File: config.mk
export PLATFORM = sky130hd
export DESIGN_NAME = crypt_mode_framer
export DESIGN_NICKNAME = d
export VERILOG_FILES = /design/src/rtl/crypt_mode_framer.sv
export SDC_FILE = /design/constraint.sdc
export NUM_CORES = 1
export LEC_CHECK = 0
export ABC_CLOCK_PERIOD_IN_PS = 2500
export CORE_AREA = 5 5 223 139
export CTS_BUF_LIST = sky130_fd_sc_hd__clkbuf_4
export DETAILED_ROUTE_END_ITERATION = 16
export DIE_AREA = 0 0 228 144
export PLACE_DENSITY = 0.8
export SETUP_SLACK_MARGIN = 0.4
export SLEW_MARGIN = 5
export SYNTH_ARGS = -nofsm -noshare
export SYNTH_HDL_FRONTEND = slang
export SYNTH_SLANG_ARGS = --single-unit
File: constraint.sdc
create_clock -name clk -period 2.5 [get_ports clk]
set_input_delay 0.5 -clock clk [delete_from_list [all_inputs] [get_ports clk]]
set_output_delay 0.5 -clock clk [all_outputs]
set_load 0.01 [all_outputs]
File: src/rtl/crypt_mode_framer.sv
// rtl/crypt_mode_framer.sv - byte-to-block framer with PKCS#7 padding and ECB/CBC chaining
module crypt_mode_framer #(
    parameter int BLOCK_BYTES = 8,
    parameter bit PAD_ENABLE  = 1'b1
) (
    input  logic                       clk,
    input  logic                       rst_n,
    input  logic                       mode_cbc,
    input  logic [8*BLOCK_BYTES-1:0]   iv,
    input  logic [7:0]                 s_axis_tdata,
    input  logic                       s_axis_tvalid,
    output logic                       s_axis_tready,
    input  logic                       s_axis_tlast,
    output logic [8*BLOCK_BYTES-1:0]   c_m_axis_tdata,
    output logic                       c_m_axis_tvalid,
    input  logic                       c_m_axis_tready,
    input  logic [8*BLOCK_BYTES-1:0]   c_s_axis_tdata,
    input  logic                       c_s_axis_tvalid,
    output logic                       c_s_axis_tready,
    output logic [7:0]                 m_axis_tdata,
    output logic                       m_axis_tvalid,
    input  logic                       m_axis_tready,
    output logic                       m_axis_tlast,
    output logic                       busy
);
    localparam int BW = 8 * BLOCK_BYTES;
    localparam int CW = $clog2(BLOCK_BYTES);

    typedef enum logic [2:0] {ASSEMBLE, PAD, ISSUE, WAIT_CT, EMIT} state_t;

    state_t          state;
    logic [CW-1:0]   count;
    logic [CW-1:0]   out_idx;
    logic [BW-1:0]   blk;
    logic [BW-1:0]   chain;
    logic [BW-1:0]   shreg;
    logic            cbc;
    logic            msg_start;
    logic            last_blk;
    logic            pad_pending;
    logic            s_rdy;
    logic            c_m_valid;
    logic [BW-1:0]   c_m_data;
    logic            c_s_rdy;
    logic            m_valid;
    logic            m_last;

    logic [7:0]      pad_byte;
    logic [BW-1:0]   asm_blk;
    logic [BW-1:0]   pad_blk;
    logic            cbc_eff;
    logic [BW-1:0]   chain_eff;
    logic [BW-1:0]   asm_ct;
    logic            last_byte;
    logic            out_final;

    // The first byte of a message must see the freshly sampled mode/iv, not the stale chain.
    always_comb begin
        pad_byte  = PAD_ENABLE ? 8'(BLOCK_BYTES - 1 - int'(count)) : 8'h00;
        asm_blk   = blk;
        pad_blk   = '0;
        for (int i = 0; i < BLOCK_BYTES; i++) begin
            pad_blk[8*i +: 8] = 8'(BLOCK_BYTES);
            if (i == int'(count))
                asm_blk[8*i +: 8] = s_axis_tdata;
            else if (s_axis_tlast && i > int'(count))
                asm_blk[8*i +: 8] = pad_byte;
        end
        cbc_eff   = msg_start ? mode_cbc : cbc;
        chain_eff = msg_start ? (mode_cbc ? iv : '0) : chain;
        asm_ct    = cbc_eff ? (asm_blk ^ chain_eff) : asm_blk;
        last_byte = (count == CW'(BLOCK_BYTES - 1));
        out_final = (out_idx == CW'(BLOCK_BYTES - 1));
    end

    always_ff @(posedge clk or negedge rst_n) begin
        if (!rst_n) begin
            state       <= ASSEMBLE;
            count       <= '0;
            out_idx     <= '0;
            blk         <= '0;
            chain       <= '0;
            shreg       <= '0;
            cbc         <= 1'b0;
            msg_start   <= 1'b1;
            last_blk    <= 1'b0;
            pad_pending <= 1'b0;
            s_rdy       <= 1'b0;
            c_m_valid   <= 1'b0;
            c_m_data    <= '0;
            c_s_rdy     <= 1'b0;
            m_valid     <= 1'b0;
            m_last      <= 1'b0;
        end else begin
            case (state)
                ASSEMBLE: begin
                    s_rdy <= 1'b1;
                    if (s_rdy && s_axis_tvalid) begin
                        blk <= asm_blk;
                        if (msg_start) begin
                            cbc       <= mode_cbc;
                            chain     <= mode_cbc ? iv : '0;
                            msg_start <= 1'b0;
                        end
                        if (s_axis_tlast || last_byte) begin
                            s_rdy     <= 1'b0;
                            c_m_valid <= 1'b1;
                            c_m_data  <= asm_ct;
                            state     <= ISSUE;
                            if (s_axis_tlast && last_byte && PAD_ENABLE)
                                pad_pending <= 1'b1;
                            else if (s_axis_tlast)
                                last_blk <= 1'b1;
                        end else begin
                            count <= count + 1'b1;
                        end
                    end
                end
                PAD: begin
                    blk       <= pad_blk;
                    c_m_data  <= cbc ? (pad_blk ^ chain) : pad_blk;
                    c_m_valid <= 1'b1;
                    state     <= ISSUE;
                end
                ISSUE: begin
                    if (c_m_axis_tready) begin
                        c_m_valid <= 1'b0;
                        c_s_rdy   <= 1'b1;
                        state     <= WAIT_CT;
                    end
                end
                WAIT_CT: begin
                    if (c_s_axis_tvalid) begin
                        shreg   <= c_s_axis_tdata;
                        if (cbc)
                            chain <= c_s_axis_tdata;
                        c_s_rdy <= 1'b0;
                        m_valid <= 1'b1;
                        m_last  <= 1'b0;
                        out_idx <= '0;
                        state   <= EMIT;
                    end
                end
                EMIT: begin
                    if (m_axis_tready) begin
                        if (out_final) begin
                            m_valid <= 1'b0;
                            m_last  <= 1'b0;
                            if (pad_pending) begin
                                pad_pending <= 1'b0;
                                last_blk    <= 1'b1;
                                state       <= PAD;
                            end else begin
                                if (last_blk) begin
                                    last_blk  <= 1'b0;
                                    msg_start <= 1'b1;
                                end
                                count <= '0;
                                s_rdy <= 1'b1;
                                state <= ASSEMBLE;
                            end
                        end else begin
                            shreg   <= shreg >> 8;
                            out_idx <= out_idx + 1'b1;
                            m_last  <= last_blk && (out_idx == CW'(BLOCK_BYTES - 2));
                        end
                    end
                end
                default: state <= ASSEMBLE;
            endcase
        end
    end

    assign s_axis_tready   = s_rdy;
    assign c_m_axis_tdata  = c_m_data;
    assign c_m_axis_tvalid = c_m_valid;
    assign c_s_axis_tready = c_s_rdy;
    assign m_axis_tdata    = shreg[7:0];
    assign m_axis_tvalid   = m_valid;
    assign m_axis_tlast    = m_last;
    assign busy            = !(state == ASSEMBLE && count == '0 && msg_start);

endmodule

# Word-level counts from Yosys, hierarchy flattened
# Index checks and enable logic that the tools add are counted.
# totals
reg_bits	274
input_bits	144
output_inout_bits	78
# classes
add_sub_neg	3
order_cmp	7
eq_ne	28
muxes	89
bitwise	2
n_reduce_logical	38
# ops
op	n
64-bit two-way mux	13
64-bit one-hot mux with 2 select lines	4
8-bit two-way mux	15
64-bit XOR	1
3-bit two-way mux	14
1-bit two-way mux	32
2-bit inequality test, second input constant	14
6-bit AND reduction	4
4-bit AND reduction	5
3-bit one-hot mux with 5 select lines	1
1-bit one-hot mux with 2 select lines	7
3-bit == test, first input constant	4
3-bit == test, second input constant	4
3-bit greater-than comparator, first input constant	4
1-bit logical AND	12
3-bit one-hot mux with 2 select lines	2
2-bit nonzero test	5
3-bit logical NOT	3
3-bit AND reduction	3
8-bit NOT	1
7-bit AND reduction	1
3-bit by 1-bit adder with 3-bit output, second input constant	2
2-bit by 3-bit == test with 1-bit output, first input constant	2
3-bit by 2-bit == test with 1-bit output, second input constant	2
other kinds (10)	12

# Logic depth before layout (Yosys ltp)
# logic_depth
ltp_word	9
ltp_mapped	10
depth_no_buf	7

# Worst setup path before layout
# OpenSTA, ideal clock, no wires.
# synth_path
path_kind	reg-to-reg
startpoint	register count[0]
endpoint	register c_m_data[35], in the netlist c_m_axis_tdata[35]
setup_time_ns	0.126
arrival_ns	2.418
required_ns	2.374
path_slack_ns	-0.044
stages_incl_launch_ff	11
path_buffers	3
path_cell_list	dfrtp_1 clkbuf_1 inv_1 ha_1 clkbuf_1 and2_1 buf_2 o41ai_1 xnor2_1 nor2_1 o32a_1
# synth_via
elab_chain_len	9
elab_cells_between_ends	15
classes_between	1 x add/sub; 1 x order compare; 3 x eq/ne; 6 x mux; 1 x bitwise; 3 x reduce/logical
# synth_lines
item	line_no	source
from (decl)	32	logic [CW-1:0] count;
from (signal assigned)	115	count <= count + 1'b1;
3-bit greater-than comparator	66	else if (s_axis_tlast && i > int'(count))
1-bit logical AND	66	
8-bit two-way mux	66	
8-bit two-way mux	64	if (i == int'(count))
64-bit XOR	71	asm_ct = cbc_eff ? (asm_blk ^ chain_eff) : asm_blk;
64-bit two-way mux	71	
64-bit two-way mux	105	if (s_axis_tlast || last_byte) begin
64-bit two-way mux	98	if (s_rdy && s_axis_tvalid) begin
64-bit one-hot mux with 2 select lines	95	case (state)
to (signal assigned)	108	c_m_data <= asm_ct;
to (signal assigned)	121	c_m_data <= cbc ? (pad_blk ^ chain) : pad_blk;
to (decl)	43	logic [BW-1:0] c_m_data;
# Several ways; a longest one is shown, not always the timed one. The select of a mux whose other input is x is not followed.
# A chain may end at the register's enable or synchronous reset.

# Final worst setup path
# layout_path
startpoint	register count[0]
endpoint	output busy
# layout_via
elab_chain_len	4
# layout_lines
item	line_no	source
3-bit logical NOT	181	assign busy = !(state == ASSEMBLE && count == '0 && msg_start);
1-bit logical AND (2 in series)	181	
1-bit logical NOT	181	
to (decl)	24	output logic busy
# No other way between the ends.

==> impl_summary.md <==
Run status
The flow ran to the end, and the final reports show no timing, DRC or antenna violations.

Place
The placement-stage cell area is 17,500 sq um. The count of buffers inserted at the top-level ports is between 200 and 250. The post-detailed-placement half-perimeter wirelength is 38.7 mm. The final weighted congestion in routability-driven placement is roughly 0.94.

Final layout
Of the cells placed in the final design, the portion with a size suffix greater than 1 is approximately 17%. The final cell utilization of the core is roughly 65%. The layout has 2,343 filler cells. After routing the design area is ~19,000 sq um. The repair_antennas step left the layout with diodes totalling 0. For this run, the post-layout net count is 1,992. The layout overhead on the synthesized area is 32.0%.

GRT
The number of global-route vias before repair is 14,100. The pin count of the biggest net entering global routing is 83. The number of antenna violations at the first check in global routing is 1. For this run the aggregate overflow at the end of global routing stands at 0. The global router's overall resource usage is 32.9%. The global-route wire length before repair is 84.0 mm.

CTS
The insertion delay to the later sink of the worst-skew pair is just under 800 ps. Counting the buffers created by CTS gives 69. The clock tree from TritonCTS is yes. The tree built by TritonCTS fans out to ~270 sinks. The clock root buffer is clkbuf_4. The clock slew at the register clock pins of the worst setup and hold paths is 90 ps. The deepest clock path buffer count is 3. The total number of H-tree levels is 3.

Synth
When the netlist entered floorplanning its net count stood at 1,721. The synthesized netlist devotes under 10% of its cell area to XOR and XNOR gates. The cell count after synthesis is 1,568. Multiplexer cells account for 1.28% of the synthesized area. The most common cell in the synthesized netlist is dfrtp_1. The top cell type by area accounts for approximately 47% of the synthesized area. The register bit total from synthesis is roughly 270.

The biggest area consumer among synthesized cells is dfrtp_1. The post-synthesis area per instance is about 9.2 sq um. The synthesized netlist devotes 0.783% of its cell area to adder and majority cells. For this run, the register share of the synthesized area comes to 47.7%. Yosys mapped the design onto 62 distinct sky130hd cell types.

Counting instances in the post-synthesis netlist gives the leading cell types as dfrtp_1, nand2_1, nor2_1. The post-synthesis simple-gate area fraction is 14.2%. Ranked by total cell area, the synthesized netlist is headed by dfrtp_1, nand2_1, a22oi_1, o2bb2ai_1, a21oi_1. By area, the combinational part of the netlist is dominated by compound AO/OA/AOI/OAI gates. The flip-flop cell with the highest count after synthesis is dfrtp_1. The total standard cell area after synthesis is 14,400 sq um. During synthesis, Yosys emitted a total of 0 warnings. For this run, asynchronously set or reset flops after synthesis account for 100%. The compound-gate portion of the synthesized area is 27.4%. The number of synthesized flops with an enable pin is 0.

Detailed routing
The final antenna-violating net count is 0. The detailed router finished its first iteration with 2,094 violations. Dividing the detail-routed wire length by the instance count gives 25.5 um. The final routed wirelength across all metal layers is 57.8 mm.

In the routed design, unresolved DRC markers number 0. The routed layout has roughly 15,000 vias. The number of detailed-routing iterations run before antenna repair is 8. The vias per cell is 6.51.

Min path
In this run the worst hold path is classified as in2async.

Power and ir drop
The standby leakage power is 8.23 nW. The portion of total power attributed to the clock network is ~16%. The cell-internal power is approximately 14 mW. The share of total power dissipated in combinational logic is approximately half. The switching part of the total is 43.5%. In this run the power density over the cells is about 1300 nW/um^2. In this run the power spent charging and discharging nets is 10.5 mW. Sequential cells burn 33.5% of the power.

The worst supply voltage drop on vdd is around 0.66 mV. The post-layout total power is 24.0 mW.

Timing
Dividing the final minimum period by the clock period gives between 90% and 100%. The count of pins over their slew limit came to 0. The final hold violation count is 0. The worst pin sits at a relative slew slack of 54.5%. The setup total negative slack is 0 ps. The minimum period implied by the final worst setup slack is 2330 ps.

Setup repair after global routing could not meet its margin everywhere. Based on the critical path, the design can be clocked at up to 0.428 GHz. The worst-case clock skew is 36.1 ps. The transition time of the tightest slew-check pin is around 680 ps. The worst hold margin is 285 ps. Setup violations remaining at the end of the flow were counted as 0.

Critical path
STA puts the critical path data required time at 2000 ps. The worst setup path is of the reg2out kind. STA classifies the critical path startpoint as a register. The highest net fanout along the worst path is 2.

The slowest cell on the critical path is dfrtp_2. The endpoint kind of the worst setup timing path is an output pin. The critical path goes through inv_2 > ha_4 > nor2b_4 > nand3_2 > buf_6. The delay contributed by the slowest stage of the critical path is 450 ps. The setup check on the worst reg-to-reg path leaves a slack of 230 ps.

The signal arrival time at the worst endpoint is between 1500 and 2000 ps.

Floorplanning
The die is 144 um tall. The total number of placement rows is 49. The number of I/O pins is 222. From left edge to right edge, the die measures around 230 um. After floorplanning, the core was sized to cover 29,000 sq um. The starting density of the core is 49.6%. The die outline area is 32,800 sq um.

Flow run
The number of maximum-capacitance constraint violations is 0.
-- power by group through the flow --
| stage | clock network [mW] | logic [mW] | registers [mW] |
|---|---|---|---|
| 6_report | 3.83 | 12.2 | 8.04 |
| 5_1_grt | 4.10 | 12.9 | 8.22 |
| 4_1_cts | 3.84 | 11.0 | 7.93 |
| 3_5_place_dp | 0 | 11.0 | 7.98 |
| 3_3_place_gp | 0 | 10.7 | 7.94 |
| 2_1_floorplan | 0 | 6.69 | 7.65 |
-- metrics by stage --
stage               std cells  worst slack [ps]
finish                   2266               165
global route             2266               126
CTS                      2248               193
detailed placement       2124             -87.9
global placement         2124             -20.5
floorplan                1568               365
-- metal layers --
layer  wire length [um]  track usage (%)  part of all wire, %
met2              24300             47.3                   42
met3               7810             10.4                   14
met1              23200             46.6                   40
met5                  0                0                    0
met4               2450             13.4                  4.2
-- flip-flops by register name, indices dropped and copies added, names as in the netlist, 3 cells and up --
register,count
out_idx,3
c_m_axis_tdata,64
blk,64
state,3
count,3
chain,64
shreg,64
-- worst paths after layout --
kind	from	to	cells past startpoint
max reg2reg	count[0]	c_m_axis_tdata[58]	9
max in group asynchronous	rst_n	s_axis_tready	3
min in group clk	c_s_axis_tdata[37]	shreg[37]	3
max	count[0]	busy	5
min	rst_n	c_m_axis_tdata[62]	2
min reg2reg	m_axis_tvalid	m_axis_tvalid	2
-- cell usage in the layout (no fill, tap or decap), types with 6 or more instances in the layout --
master           Yosys  routed
clkinv_1             0      13
a22o_1              40      40
a22oi_2              0       6
xnor2_1             17      17
a2bb2oi_1           12      12
a31oi_1             67      66
o21ai_1              3      14
xor2_1              45      45
buf_4               12      91
nor2_1             139     137
a221oi_1            18      12
dfrtp_2              0       8
o22ai_1              6       6
a21oi_1            109     103
inv_1               15      13
a22oi_1            100      94
dfrtp_1            273     265
o2bb2ai_1           66      65
clkbuf_16            0       7
nand3_1             27      25
dlygate4sd2_1        0      77
clkdlybuf4s50_1      0     142
and3_1              49      48
mux2i_1             15      14
nor2b_1             15      10
a32o_1              13      13
buf_12               0      20
nand2_1            201     198
a21oi_2              0       6
clkbuf_4             0     103
o21ai_0            103      90
-- worst max-delay path: cells and delay by family (launching register included) --
family	cells	cell delay (ps)
buf+inv	2	230
fa+ha+maj	1	130
simple gates	2	270
flops	1	450
-- final cells by class --
cell class	count	area (sq um)	share of cell area, %
Multi-Input combinational cell	1132	7250	38.2
Sequential cell	274	6870	36.2
Timing Repair Buffer	347	3510	18.5
Clock buffer	103	773	4.07
Tap cell	382	478	2.52
Inverter	15	56.3	0.297
Clock inverter	13	48.8	0.257
-- cell families after synthesis --
group           Yosys count
simple gates            465
fa+ha+maj                 9
flops                   274
mux                      18
xor+xnor                 62
buf+inv                 162
compound gates          578
-- timing repair --
item / CTS / global route
buffers inserted: 7 / 11
hold endpoints to repair: 54 / 0
pin swaps: 3 / 13
setup endpoints to repair: 137 / 107
hold buffers: 1 / 0
gates cloned: 0 / 7
resized for setup: 125 / 67
(Power assumes the default switching activity.)
==> patch: new RTL, config.mk and constraints unchanged <==
The parameter `PAD_ENABLE` goes from 1'b1 to 1'b0.
--- a/src/rtl/crypt_mode_framer.sv
+++ b/src/rtl/crypt_mode_framer.sv
@@ -2,5 +2,5 @@
 module crypt_mode_framer #(
     parameter int BLOCK_BYTES = 8,
-    parameter bit PAD_ENABLE  = 1'b1
+    parameter bit PAD_ENABLE  = 1'b0
 ) (
     input  logic                       clk,
Behaviour: not the same (Yosys sat finds a counterexample within 4 cycles, from zero or initial values and one cycle with rst_n low).
==> patch against the unedited design <==
  * Worst setup slack lost 0.079 ns
  * Sequential cell count shrank 1
  * Synthesized cell count grew 0.32%
  * Cell area shrank 4.0%
  * Wire length shrank 3.5%
  * Register-to-register slack gained 0.15 ns
  * Power shrank 14%
  * Area after synthesis shrank 1.9%
  * Via count shrank 2.8%
  * Critical path type unchanged
==> patch: results (changes against the unedited design) <==
Parameter                              Value

Place
  Pre-CTS WS    0.1086 ns (+0.1965 ns)

Final layout
  Final clock-cell share    4.683% (+0.35 points)
  Layout cells sized above 1    13.98% (-2.8 points)
  Number of antenna cells inserted    4 (+4)
  Number of sequential cells in the layout    273 (-0.36%)
  Final cell count without fillers    2,260 (-0.26%)

Global routing
  Pin count of the biggest net entering global routing    86 (+3.6%)
  Global routing met2 resource utilization    43.87% (-3.4 points)
  Met1 routing resource usage after global routing    46.24% (-0.35 points)
  Vias in the first global route    13,330 (-5.2%)

Clock network
  Later-pin clock latency in the skew report    0.72 ns (-0.05 ns)
  Number of gates resized after cts    98 (-22%)

Detailed routing
  Iter 0 DRT Violations    2,135 (+2.0%)
  Wire length after detailed routing    55.74 mm (-3.5%)
  Detailed-route wire length on metal 1    22.43 mm (-3.4%)
  Detailed route wirelength on metal3    8.924 mm (+14%)

Pwr
  Reg power frac    36.1% (+2.6 points)
  Switching share of total power    42.66% (-0.86 points)
  Combinational Power Share    45.3% (-5.3 points)

Synthesis
  Number of instances in the synthesized netlist    1,573 (+0.32%)
  Synthesized-area fraction occupied by xor and xnor cells    3.539% (-0.24 points)
  Top post-synthesis cells by area    sky130_fd_sc_hd__dfrtp_1 (48%), sky130_fd_sc_hd__nand2_1 (6.9%), sky130_fd_sc_hd__a22oi_1 (5.7%), sky130_fd_sc_hd__o21ai_0 (4.2%), sky130_fd_sc_hd__a21oi_1 (3.3%)
  Post-Syn Nets    1,726 (+0.29%)

Outcome
  Outcome    finished, final reports clean

Timing
  Tightest Pin Transition    0.7197 ns (+0.03761 ns)

Setup path
  CP delay by family, top    simple AND/OR/NAND/NOR gates
## patch: changes by cell type in the layout (fill, tap and decap cells not counted), moves of 11 or more
cell,before,now
sky130_fd_sc_hd__a21oi_1,103,91
sky130_fd_sc_hd__xnor2_1,17,40
sky130_fd_sc_hd__nand3_1,25,52
sky130_fd_sc_hd__buf_4,91,72
sky130_fd_sc_hd__xor2_1,45,17
sky130_fd_sc_hd__a32oi_1,4,30
sky130_fd_sc_hd__and3_1,48,59
sky130_fd_sc_hd__nor2_1,137,105
sky130_fd_sc_hd__nand2_1,198,252
sky130_fd_sc_hd__o2bb2ai_1,65,0
sky130_fd_sc_hd__o21ai_0,90,117
## patch: worst paths after layout
path,startpoint,endpoint,cells past startpoint,slack (ns)
max,state[2],busy,3,0.09
min in group clk,c_s_axis_tdata[59],shreg[59],3,0.43
max reg2reg,state[0],chain[29],8,0.38
min,rst_n,chain[1],2,0.34
min reg2reg,shreg[62],shreg[62],2,0.47
max in group asynchronous,rst_n,c_m_axis_tdata[28],3,1.39
